===== src/rtl/dcpu16_pkg.sv =====
// ============================================================================
// Module : dcpu16_pkg
// Desc   : Shared opcode, phase and operand-code constants for the dcpu16 core.
// Rev    : 1.0  initial release
// ============================================================================
`default_nettype none

package dcpu16_pkg;

  typedef logic [3:0] opc_t;
  typedef logic [1:0] pha_t;

  localparam opc_t OPC_NBI = 4'h0;
  localparam opc_t OPC_SET = 4'h1;
  localparam opc_t OPC_ADD = 4'h2;
  localparam opc_t OPC_SUB = 4'h3;
  localparam opc_t OPC_MUL = 4'h4;
  localparam opc_t OPC_DIV = 4'h5;
  localparam opc_t OPC_MOD = 4'h6;
  localparam opc_t OPC_SHL = 4'h7;
  localparam opc_t OPC_SHR = 4'h8;
  localparam opc_t OPC_AND = 4'h9;
  localparam opc_t OPC_BOR = 4'hA;
  localparam opc_t OPC_XOR = 4'hB;
  localparam opc_t OPC_IFE = 4'hC;
  localparam opc_t OPC_IFN = 4'hD;
  localparam opc_t OPC_IFG = 4'hE;
  localparam opc_t OPC_IFB = 4'hF;

  localparam pha_t PHA_0 = 2'd0;
  localparam pha_t PHA_1 = 2'd1;
  localparam pha_t PHA_2 = 2'd2;
  localparam pha_t PHA_3 = 2'd3;

  localparam logic [5:0] O_REG = 6'h1D;

  function automatic logic is_if(input opc_t op);
    return (op[3:2] == 2'b11);
  endfunction

endpackage

`default_nettype wire


===== src/rtl/dcpu16_alu_arith.sv =====
// ============================================================================
// Module : dcpu16_alu_arith
// Desc   : Combinational opcode evaluation: result, overflow value and enables.
// Rev    : 1.0  initial release
// ============================================================================
`default_nettype none

module dcpu16_alu_arith
  import dcpu16_pkg::*;
(
  input  logic [3:0]  opc_i,
  input  logic [15:0] a_i,
  input  logic [15:0] b_i,
  output logic [15:0] res_o,
  output logic [15:0] ovf_o,
  output logic        ovf_we_o,
  output logic        cond_true_o,
  output logic        wr_en_o
);

  logic [16:0] w_sum;
  logic [31:0] w_prod;
  logic [31:0] w_div;
  logic [31:0] w_shl;
  logic [31:0] w_shr;
  logic        w_big_shift;

  assign w_sum       = {1'b0, a_i} + {1'b0, b_i};
  assign w_prod      = {16'h0, a_i} * {16'h0, b_i};
  assign w_div       = (b_i == 16'h0) ? 32'h0 : ({a_i, 16'h0} / {16'h0, b_i});
  assign w_big_shift = (b_i[15:5] != 11'h0);
  // A 32-bit window holds every bit that can reach res or O for shifts < 32.
  assign w_shl       = {16'h0, a_i} << b_i[4:0];
  assign w_shr       = {a_i, 16'h0} >> b_i[4:0];

  always_comb begin
    res_o       = 16'h0;
    ovf_o       = 16'h0;
    ovf_we_o    = 1'b0;
    cond_true_o = 1'b0;
    wr_en_o     = 1'b1;
    unique case (opc_i)
      OPC_NBI: begin res_o = a_i; wr_en_o = 1'b0; end
      OPC_SET: res_o = b_i;
      OPC_ADD: begin res_o = w_sum[15:0]; ovf_o = {15'h0, w_sum[16]}; ovf_we_o = 1'b1; end
      OPC_SUB: begin
        res_o    = a_i - b_i;
        ovf_o    = (a_i < b_i) ? 16'hFFFF : 16'h0000;
        ovf_we_o = 1'b1;
      end
      OPC_MUL: begin res_o = w_prod[15:0]; ovf_o = w_prod[31:16]; ovf_we_o = 1'b1; end
      OPC_DIV: begin
        res_o    = (b_i == 16'h0) ? 16'h0 : (a_i / b_i);
        ovf_o    = w_div[15:0];
        ovf_we_o = 1'b1;
      end
      OPC_MOD: res_o = (b_i == 16'h0) ? 16'h0 : (a_i % b_i);
      OPC_SHL: begin
        res_o    = w_big_shift ? 16'h0 : w_shl[15:0];
        ovf_o    = w_big_shift ? 16'h0 : w_shl[31:16];
        ovf_we_o = 1'b1;
      end
      OPC_SHR: begin
        res_o    = w_big_shift ? 16'h0 : w_shr[31:16];
        ovf_o    = w_big_shift ? 16'h0 : w_shr[15:0];
        ovf_we_o = 1'b1;
      end
      OPC_AND: res_o = a_i & b_i;
      OPC_BOR: res_o = a_i | b_i;
      OPC_XOR: res_o = a_i ^ b_i;
      OPC_IFE: begin wr_en_o = 1'b0; cond_true_o = (a_i == b_i); end
      OPC_IFN: begin wr_en_o = 1'b0; cond_true_o = (a_i != b_i); end
      OPC_IFG: begin wr_en_o = 1'b0; cond_true_o = (a_i > b_i); end
      OPC_IFB: begin wr_en_o = 1'b0; cond_true_o = ((a_i & b_i) != 16'h0); end
      default: ;
    endcase
  end

endmodule

`default_nettype wire


===== src/rtl/dcpu16_alu.sv =====
// ============================================================================
// Module : dcpu16_alu
// Desc   : dcpu16 execute stage: operand latches, O register, skip and wre.
// Rev    : 1.0  initial release
// ============================================================================
`default_nettype none

module dcpu16_alu
  import dcpu16_pkg::*;
#(
  parameter int DW = 16
) (
  input  logic          clk,
  input  logic          rst,
  input  logic          ena,
  input  logic [1:0]    pha,
  input  logic [3:0]    opc,
  input  logic [DW-1:0] opa,
  input  logic [DW-1:0] opb,
  input  logic          owe,
  input  logic [DW-1:0] odi,
  output logic [DW-1:0] res,
  output logic          wre,
  output logic [DW-1:0] reo,
  output logic          skp
);

  logic [3:0]    opc_q;
  logic [DW-1:0] opa_q;
  logic [DW-1:0] opb_q;
  logic [DW-1:0] res_q;
  logic [DW-1:0] reo_q;
  logic          wre_q;
  logic          skp_q;

  logic [15:0] w_res;
  logic [15:0] w_ovf;
  logic        w_ovf_we;
  logic        w_cond_true;
  logic        w_wr_en;

  dcpu16_alu_arith u_arith (
    .opc_i       (opc_q),
    .a_i         (opa_q),
    .b_i         (opb_q),
    .res_o       (w_res),
    .ovf_o       (w_ovf),
    .ovf_we_o    (w_ovf_we),
    .cond_true_o (w_cond_true),
    .wr_en_o     (w_wr_en)
  );

  always_ff @(posedge clk) begin
    if (rst) begin
      opc_q <= '0;
      opa_q <= '0;
      opb_q <= '0;
      res_q <= '0;
      reo_q <= '0;
      wre_q <= 1'b0;
      skp_q <= 1'b0;
    end else if (ena) begin
      if (pha == PHA_3) begin
        opc_q <= opc;
        opa_q <= opa;
        opb_q <= opb;
      end
      if (pha != PHA_0) begin
        wre_q <= 1'b0;
      end else if (skp_q) begin
        // Discarded instruction: consume the skip, never evaluate it.
        wre_q <= 1'b0;
        skp_q <= 1'b0;
      end else begin
        res_q <= w_res;
        wre_q <= w_wr_en;
        if (owe)
          reo_q <= odi;
        else if (w_ovf_we)
          reo_q <= w_ovf;
        if (is_if(opc_q) && !w_cond_true)
          skp_q <= 1'b1;
      end
    end
  end

  assign res = res_q;
  assign wre = wre_q;
  assign reo = reo_q;
  assign skp = skp_q;

endmodule

`default_nettype wire


===== config.mk =====
export PLATFORM = sky130hd
export DESIGN_NAME = dcpu16_alu
export DESIGN_NICKNAME = d
export VERILOG_FILES = /design/src/rtl/dcpu16_pkg.sv /design/src/rtl/dcpu16_alu_arith.sv /design/src/rtl/dcpu16_alu.sv
export SDC_FILE = /design/constraint.sdc
export NUM_CORES = 2
export LEC_CHECK = 0
export ABC_AREA = 1
export ABC_CLOCK_PERIOD_IN_PS = 90300
export BUFFER_PORTS_ARGS = -buffer_cell sky130_fd_sc_hd__buf_4
export CORE_MARGIN = 2
export CORE_UTILIZATION = 60
export CTS_CLUSTER_DIAMETER = 80
export CTS_CLUSTER_SIZE = 25
export DETAILED_ROUTE_END_ITERATION = 10
export GPL_TIMING_DRIVEN = 1
export PLACE_DENSITY = 0.81
export SYNTH_ARGS = -nofsm -noshare
export SYNTH_HDL_FRONTEND = slang
export SYNTH_SLANG_ARGS = --single-unit

===== constraint.sdc =====
create_clock -name clk -period 90.3 [get_ports clk]
set_input_delay 4.515 -clock clk [delete_from_list [all_inputs] [get_ports clk]]
set_output_delay 4.515 -clock clk [all_outputs]
set_load 0.005 [all_outputs]

==> metrics <==
Mapped Cells 7603; # rows around 100; Worst Hold Class flip-flop to flip-flop; area occupied by registers 0.00141 sq mm; Clock transition at path regs about 80 ps; Worst EP arrival around 77000 ps; area leader, netlist ha_1; grt ovf 0; setup_tns 0 ps; EDFF count, synth 0; Slew HR 0.261; initial DRC count 5002; Die Y roughly 280 microns; vias in the first global route 48100; fin crit share 0.851; RSZ-0062 raised after global routing no; Max Cap Violations 0; crit path max-delay cell type dfxtp_1; Pre-antenna DRT Iters 9; worst hold path cell count 2; most common cell after layout, fill and taps aside nand2_1; Net Count, Synth roughly 8500; most frequent cells in the layout 1778 x nand2_1, 1133 x inv_1, 665 x ha_1; critical path class flip-flop to flip-flop; I/O Pins 92; Critical Path Fanout Max 36; status complete, no violations; Final Max Slew Viols 0; post-CTS setup buffers 0; Worst path most repeated cell nand2_1; Syn. warnings 0; first-pass GRT wire length roughly 260 mm; setup violators final 0; H-tree levels 3; Reg2Reg Depth approximately 430; hpwl dp between 100 and 150 mm; gpl congestion between 1 and 1.5; clock skew 13.2 ps; Total Wirelength around 160 mm; Hold Fails Final Rpt 0; Worst-Margin Slew around 1100 ps; Starting Density 0.607; Max Buffers Root-to-Sink 2; Die W ~280 microns; Yosys reg bits 70; Crit path required time a little over 90000 ps; layout cells sized above 1 0.0776; synth unique cells 81; crit path capture type flip-flop; Core Area about 0.077 sq mm; Clk Latency, worst-skew pair 410 ps; CTS tree built; filler cell count 7507; Via density between 5 and 6; die area a little over 0.08 sq mm; routed len/inst around 19 microns; hold_buf cts 0; layout net count 8472; CP max stage delay roughly 670 ps; CTS root buf clkbuf_16; post-cts resize count 0; IO buf count around 90; Synth Cell Area roughly 0.047 sq mm; synth-to-layout area growth 3.38%; Multi-input gate area approximately 0.04 sq mm; Via Count between 50000 and 60000; syn_area_per_cell about 6.2 sq um; ANT nets after route 0; cts bufs inserted 9; initial antenna violation count 9; gr usage total 0.394; ranking of synthesized cells by area ha_1 18%, nand2_1 14%, inv_1 9.1%, fa_1 8.4%, o21ai_0 6.8%; post-synth top area share 0.177; final critical-path required period roughly 77000 ps; TritonCTS Sinks 70; sequential share of the synthesized area 0.0298; fmax about 13 MHz; dominant synthesized flop cell dfxtp_1; share of async-settable or async-resettable flops after synthesis 0; largest net degree at the start of global routing 73; Critical Path Source Type flip-flop; drt drc 0
Yosys cell counts, types with 37 or more instances:
master and n:
fa_1 198, clkbuf_1 145, a31oi_1 37, nand3_1 372
nor3_1 71, a21oi_1 597, nand4_1 92, inv_1 1142
o21ai_0 637, nand2_1 1778, ha_1 665, xnor2_1 184
o22ai_1 38, nand2_2 99, or2_2 53, xor2_1 232
nor2_1 462, o21bai_1 65, a21o_1 58, nand3_2 52
dfxtp_1 70
worst max-delay path, delay by kind of cell (launching register included):
family	cells	cell delay, ps
simple gates	201	27010
buf+inv	50	8560
fa+ha+maj	31	10340
xor+xnor	1	140
compound gates	150	29760
flops	1	670
state kept, by name, summed over array words and instances, names as in the netlist:
signal and cells:
opa_q 16, skp 1, res 16, reo 16, opc_q 4, opb_q 16
wre 1
path summary, 6_finish.rpt:
path,start,to,slack [ps]
worst max register to register,opb_q[14],reo[0],13420
worst min-delay path,res[12],res[12],470
worst max-delay path,opb_q[14],reo[0],13420
worst min register to register,res[12],res[12],470
metrics by stage:
| step | instances | setup WS (ps) | hold WS [ps] | area, sq um | utilization |
|---|---|---|---|---|---|
| after floorplan | 7603 | 22680 | 462 | 47000 | - |
| after global placement | 8580 | 17280 | 456 | 48300 | 0.623 |
| after detailed placement | 8580 | 14700 | 460 | 48300 | 0.623 |
| after CTS | 8596 | 14440 | 471 | 48600 | 0.627 |
| after global routing | 8597 | 4780 | 531 | 48600 | 0.627 |
| final | 8599 | 13420 | 472 | 48600 | 0.627 |
final cells by class:
class	count	share of cell area
Antenna cell	3	0.000154
Timing Repair Buffer	171	0.0264
Clock buffer	9	0.00463
Tap cell	1040	0.0268
Multi-Input combinational cell	6107	0.818
Clock inverter	7	0.00216
Inverter	1192	0.0925
Sequential cell	70	0.0289
routing by layer:
| metal | vias up | track usage | routed length [microns] |
|---|---|---|---|
| met4 | 8 | 0.209 | 9130 |
| li1 | 24900 | - | - |
| met1 | 23600 | 0.507 | 67600 |
| met2 | 2337 | 0.628 | 70600 |
| met5 | - | 0 | 57 |
| met3 | 522 | 0.0658 | 15700 |
kinds of logic after synthesis:
group	share of synthesized area
xor+xnor	0.0775
flops	0.0298
fa+ha+maj	0.261
mux	0.00106
simple gates	0.307
compound gates	0.199
buf+inv	0.124
Power is not shown: default switching activity piles up to over one toggle a cycle in this logic, so the estimate is an artifact.
